File: config.mk
export PLATFORM = sky130hd
export DESIGN_NAME = muxn_reg
export DESIGN_NICKNAME = d
export VERILOG_FILES = /design/src/rtl/dp_defs.sv /design/src/rtl/rr_arbiter.sv /design/src/rtl/muxn_reg.sv
export SDC_FILE = /design/constraint.sdc
export NUM_CORES = 1
export LEC_CHECK = 0
export ABC_AREA = 1
export BUFFER_PORTS_ARGS = -buffer_cell sky130_fd_sc_hd__buf_2
export CORE_MARGIN = 5
export CORE_UTILIZATION = 44
export CTS_CLUSTER_SIZE = 12
export DETAILED_ROUTE_END_ITERATION = 7
export PLACE_DENSITY = 0.86
export SLEW_MARGIN = 20
export SYNTH_ARGS = -nofsm -noshare
export SYNTH_HDL_FRONTEND = slang
export SYNTH_SLANG_ARGS = --single-unit
File: constraint.sdc
create_clock -name Clk -period 3.7 [get_ports Clk]
set_input_delay 0.74 -clock Clk [delete_from_list [all_inputs] [get_ports Clk]]
set_output_delay 0.74 -clock Clk [all_outputs]
set_load 0.01 [all_outputs]
File: src/rtl/dp_defs.sv
// Shared datapath definitions: mux mode constants and width helpers
// reused by the parametrised datapath components.
package dp_defs;

  localparam int MUX_MODE_SEL = 0;
  localparam int MUX_MODE_RR  = 1;

  function automatic int clog2(input int n);
    for (int r = 0; r < 31; r++) begin
      if ((1 << r) >= n) return r;
    end
    return 31;
  endfunction

  // Select-field width: never narrower than one bit, even for tiny N.
  function automatic int selw(input int n);
    return (clog2(n) < 1) ? 1 : clog2(n);
  endfunction

endpackage

File: src/rtl/rr_arbiter.sv
// Round-robin arbiter: picks the first asserted request at or above ptr,
// wrapping around, and reports it as one-hot, as an index, or as none.
module rr_arbiter
  import dp_defs::*;
#(
  parameter int NUM_IN = 4,
  parameter int SELW   = selw(NUM_IN)
) (
  input  logic [NUM_IN-1:0] req,
  input  logic [SELW-1:0]   ptr,
  output logic [NUM_IN-1:0] gnt,
  output logic [SELW-1:0]   idx,
  output logic              none
);

  always_comb begin
    int pos;
    gnt  = '0;
    idx  = '0;
    none = 1'b1;
    pos  = 0;
    for (int k = 0; k < NUM_IN; k++) begin
      pos = int'(ptr) + k;
      if (pos >= NUM_IN) pos = pos - NUM_IN;
      if (none && req[pos]) begin
        gnt[pos] = 1'b1;
        idx      = SELW'(pos);
        none     = 1'b0;
      end
    end
  end

endmodule

File: src/rtl/muxn_reg.sv
// N-input registered multiplexer with valid/ready on every channel; the
// channel comes from sel (MODE 0) or a round-robin arbiter (MODE 1).
module muxn_reg
  import dp_defs::*;
#(
  parameter int DATAWIDTH = 16,
  parameter int NUM_IN    = 4,
  parameter int MODE      = MUX_MODE_SEL,
  parameter int SELW      = selw(NUM_IN)
) (
  input  logic                        Clk,
  input  logic                        Rst,
  input  logic [NUM_IN*DATAWIDTH-1:0] in_data,
  input  logic [NUM_IN-1:0]           in_valid,
  output logic [NUM_IN-1:0]           in_ready,
  input  logic [SELW-1:0]             sel,
  output logic [DATAWIDTH-1:0]        out_data,
  output logic                        out_valid,
  input  logic                        out_ready,
  output logic [SELW-1:0]             grant
);

  logic                 load_en;
  logic                 cand;
  logic                 xfer;
  logic [SELW-1:0]      ch;
  logic [NUM_IN-1:0]    pick;
  logic [DATAWIDTH-1:0] pick_data;

  assign load_en = !out_valid || out_ready;

  generate
    if (MODE == MUX_MODE_RR) begin : g_rr
      logic [SELW-1:0]   ptr;
      logic [NUM_IN-1:0] gnt;
      logic [SELW-1:0]   idx;
      logic              none;
      logic              sel_unused;

      assign sel_unused = ^sel;

      rr_arbiter #(
        .NUM_IN(NUM_IN),
        .SELW  (SELW)
      ) u_arb (
        .req (in_valid),
        .ptr (ptr),
        .gnt (gnt),
        .idx (idx),
        .none(none)
      );

      assign cand = !none;
      assign ch   = idx;
      assign pick = gnt;

      // Pointer moves just past the winner so it has lowest priority next time.
      always_ff @(posedge Clk or negedge Rst) begin
        if (!Rst) begin
          ptr <= '0;
        end else if (xfer) begin
          ptr <= (int'(ch) == NUM_IN - 1) ? '0 : ch + 1'b1;
        end
      end
    end else begin : g_sel
      assign cand = int'(sel) < NUM_IN;
      assign ch   = sel;
      assign pick = NUM_IN'(1) << sel;
    end
  endgenerate

  assign in_ready = (load_en && cand) ? pick : '0;
  assign xfer     = |(in_ready & in_valid);

  always_comb begin
    pick_data = '0;
    for (int i = 0; i < NUM_IN; i++) begin
      if (pick[i]) pick_data = in_data[i*DATAWIDTH +: DATAWIDTH];
    end
  end

  // Output stage: load on transfer, empty when drained with nothing to load.
  always_ff @(posedge Clk or negedge Rst) begin
    if (!Rst) begin
      out_valid <= 1'b0;
      out_data  <= '0;
      grant     <= '0;
    end else if (load_en) begin
      out_valid <= xfer;
      if (xfer) begin
        out_data <= pick_data;
        grant    <= ch;
      end
    end
  end

endmodule

==> impl_metrics.py <==
metrics = {
    "run_status": {
        "status": "completed",
    },
    "critical_path": {
        "reg2reg_slack_ps": 2280,
        "required_ps": 2960,
        "r2r-start": "out_valid",
        "critPathMaxFanout": 39,
        "critPathArrivalTime_ps": 1950,
        "critPathLaunchType": "input pin",
        "end_kind": "output port",
        "r2r_end": "out_data[4]",
        "reg2regPathDepth": 6,
        "critical_path_class": "input pin to output port",
    },
    "die": {
        "core_um2": 2810,
        "dieHeight_um": 64.8,
        "die_w_um": 64.8,
        "rows": 19,
        "start_util": 0.471,
        "die-area_um2": 4200,
        "ios": 96,
    },
    "place": {
        "postPlaceCellArea_um2": 1750,
        "dp_hpwl_mm": 3.27,
        "portBuffers": 95,
        "gp_congestion": 0.762,
    },
    "timing": {
        "timing.final.crit_share": 0.726,
        "slew_viol_final": 0,
        "max_freq_ghz": 0.372,
        "rsz0062_at_grt": "no",
        "setup_viol": 0,
        "tightest_slew_ps": 674,
        "worst_clock_skew_ps": 6.46,
        "setup_tns_ps": 0,
        "hold_viol": 0,
        "slew_headroom": 0.550,
        "period_needed_ps": 2690,
    },
    "cells_and_area": {
        "diodes": 0,
        "fin_nets": 348,
        "layout_common_cells": "95 x buf_2, 54 x nand2_1, 49 x nand3_1, 19 x dfrtp_1, 16 x nand4_1",
        "drive_above_1_share": 0.405,
        "syn2layout_area_growth_pct": 35.0,
        "design_area_um2": 1780,
        "final_common_cell": "buf_2",
    },
    "clock_tree": {
        "ctsResizeCount": 0,
        "cts_buffers": 3,
        "worstSkewPairLatency_ps": 280,
        "cts.sinks": 19,
        "clockBufferDepth": 2,
        "cts-hold-fix-buffers": 0,
        "cts.reportedPaths.clkPinSlew_ps": 100,
        "htreeDepth": 1,
        "postCtsSetupRepairBufs": 0,
        "cts_tree": "built",
        "root_buffer": "clkbuf_4",
    },
    "grt": {
        "grt_pass1_wl_mm": 6.40,
        "grt_overflow": 0,
        "grt.total_usage": 0.189,
        "grt_pass1_vias": 1494,
        "grt_max_degree": 40,
        "antenna_found_initial": 0,
    },
    "drt": {
        "wl_per_cell_um": 13.4,
        "drtAntennaViolNets": 0,
        "vias": 1610,
        "drt_iter0_drc": 96,
        "dr.pass1.iters": 4,
        "postRouteWirelength_mm": 4.08,
        "drc": 0,
        "vias_per_cell": 5.28,
    },
    "worst_hold_path": {
        "min_path_type": "input pin to asynchronous set/reset pin",
    },
    "synth": {
        "yosys_warnings": 0,
        "ys_seq_elements": 19,
        "syn-num-nets": 262,
        "synth_area_per_cell_um2": 6.98,
        "yosysSeqAreaShare": 0.360,
        "synth_cells": 189,
        "synth_cell_type_count": 19,
        "syn_area_um2": 1320,
    },
    "flow_run": {
        "max-cap-violations": 0,
    },
    "power_and_ir_drop": {
        "leakage_uw": 0.000993,
        "vdd_drop_max_mv": 0.115,
        "powerDensity_nw_per_um2": 347,
    },
}
-- worst max-delay path, cell delays in order --
cell	delay (ps)
buf_2	530
inv_2	290
nor3_1	230
buf_2	160
-- cell type report --
type / count / area, µm²
fill: 298 / 1020
sequential: 19 / 475
clock buffer: 3 / 22.5
inverter: 6 / 22.5
clock inverter: 1 / 5.00
tap: 31 / 38.8
multi-input combinational: 150 / 742
timing repair buffer: 95 / 475
-- routing by layer --
layer,track usage,share of wire
met5,0,0
met4,0.0712,0.0091
met3,0.0311,0.094
met2,0.298,0.46
met1,0.262,0.44
-- Yosys cell counts --
cell type / count / area share
inv_2: 3 / 0.0085
nor2_8: 1 / 0.015
nand3_1: 49 / 0.19
nor2_2: 2 / 0.0095
buf_6: 1 / 0.0085
nand2_2: 2 / 0.0095
buf_4: 4 / 0.023
nand2_1: 54 / 0.15
dfrtp_1: 19 / 0.36
o21ai_0: 15 / 0.057
nand3_2: 3 / 0.023
o21ai_1: 2 / 0.0076
inv_1: 3 / 0.0085
buf_2: 4 / 0.015
nand2_4: 1 / 0.0085
nand4_1: 16 / 0.076
nor3_1: 3 / 0.011
nor2_1: 2 / 0.0057
clkbuf_1: 5 / 0.014
-- sequential cells by signal (all words and copies together), names as in the netlist --
register / count
grant: 2
out_data: 16
out_valid: 1
-- how the worst max path moves through the flow --
stage / startpoint / cells after the start / end
floorplan: sel[1] / 4 / in_ready[2]
global placement: sel[0] / 4 / in_ready[1]
detailed placement: sel[0] / 4 / in_ready[1]
CTS: sel[0] / 4 / in_ready[1]
global route: sel[0] / 4 / in_ready[1]
finish: sel[0] / 4 / in_ready[1]
-- kinds of logic after synthesis --
| group | Yosys count | synth area share |
|---|---|---|
| flops | 19 | 0.360 |
| buf+inv | 20 | 0.0777 |
| compound gates | 17 | 0.0645 |
| simple gates | 133 | 0.498 |
-- power breakdown --
group	total (µW)	internal (µW)	switching (µW)
combinational	243	102	141
clock	96.7	40.1	56.6
sequential	280	255	24.6
-- stage by stage --
| stage | utilization | hold WS (ps) | setup WS [ps] | cells | total power [µW] |
|---|---|---|---|---|---|
| 3_3_place_gp | 0.625 | 456 | 1060 | 301 | 522 |
| 6_report | 0.635 | 366 | 1010 | 305 | 619 |
| 2_1_floorplan | - | 444 | 1530 | 189 | 417 |
| 4_1_cts | 0.635 | 369 | 1030 | 305 | 625 |
| 5_1_grt | 0.635 | 380 | 918 | 305 | 668 |
| 3_5_place_dp | 0.625 | 460 | 1040 | 301 | 528 |
Note: power is estimated with default switching activity, not from simulation.
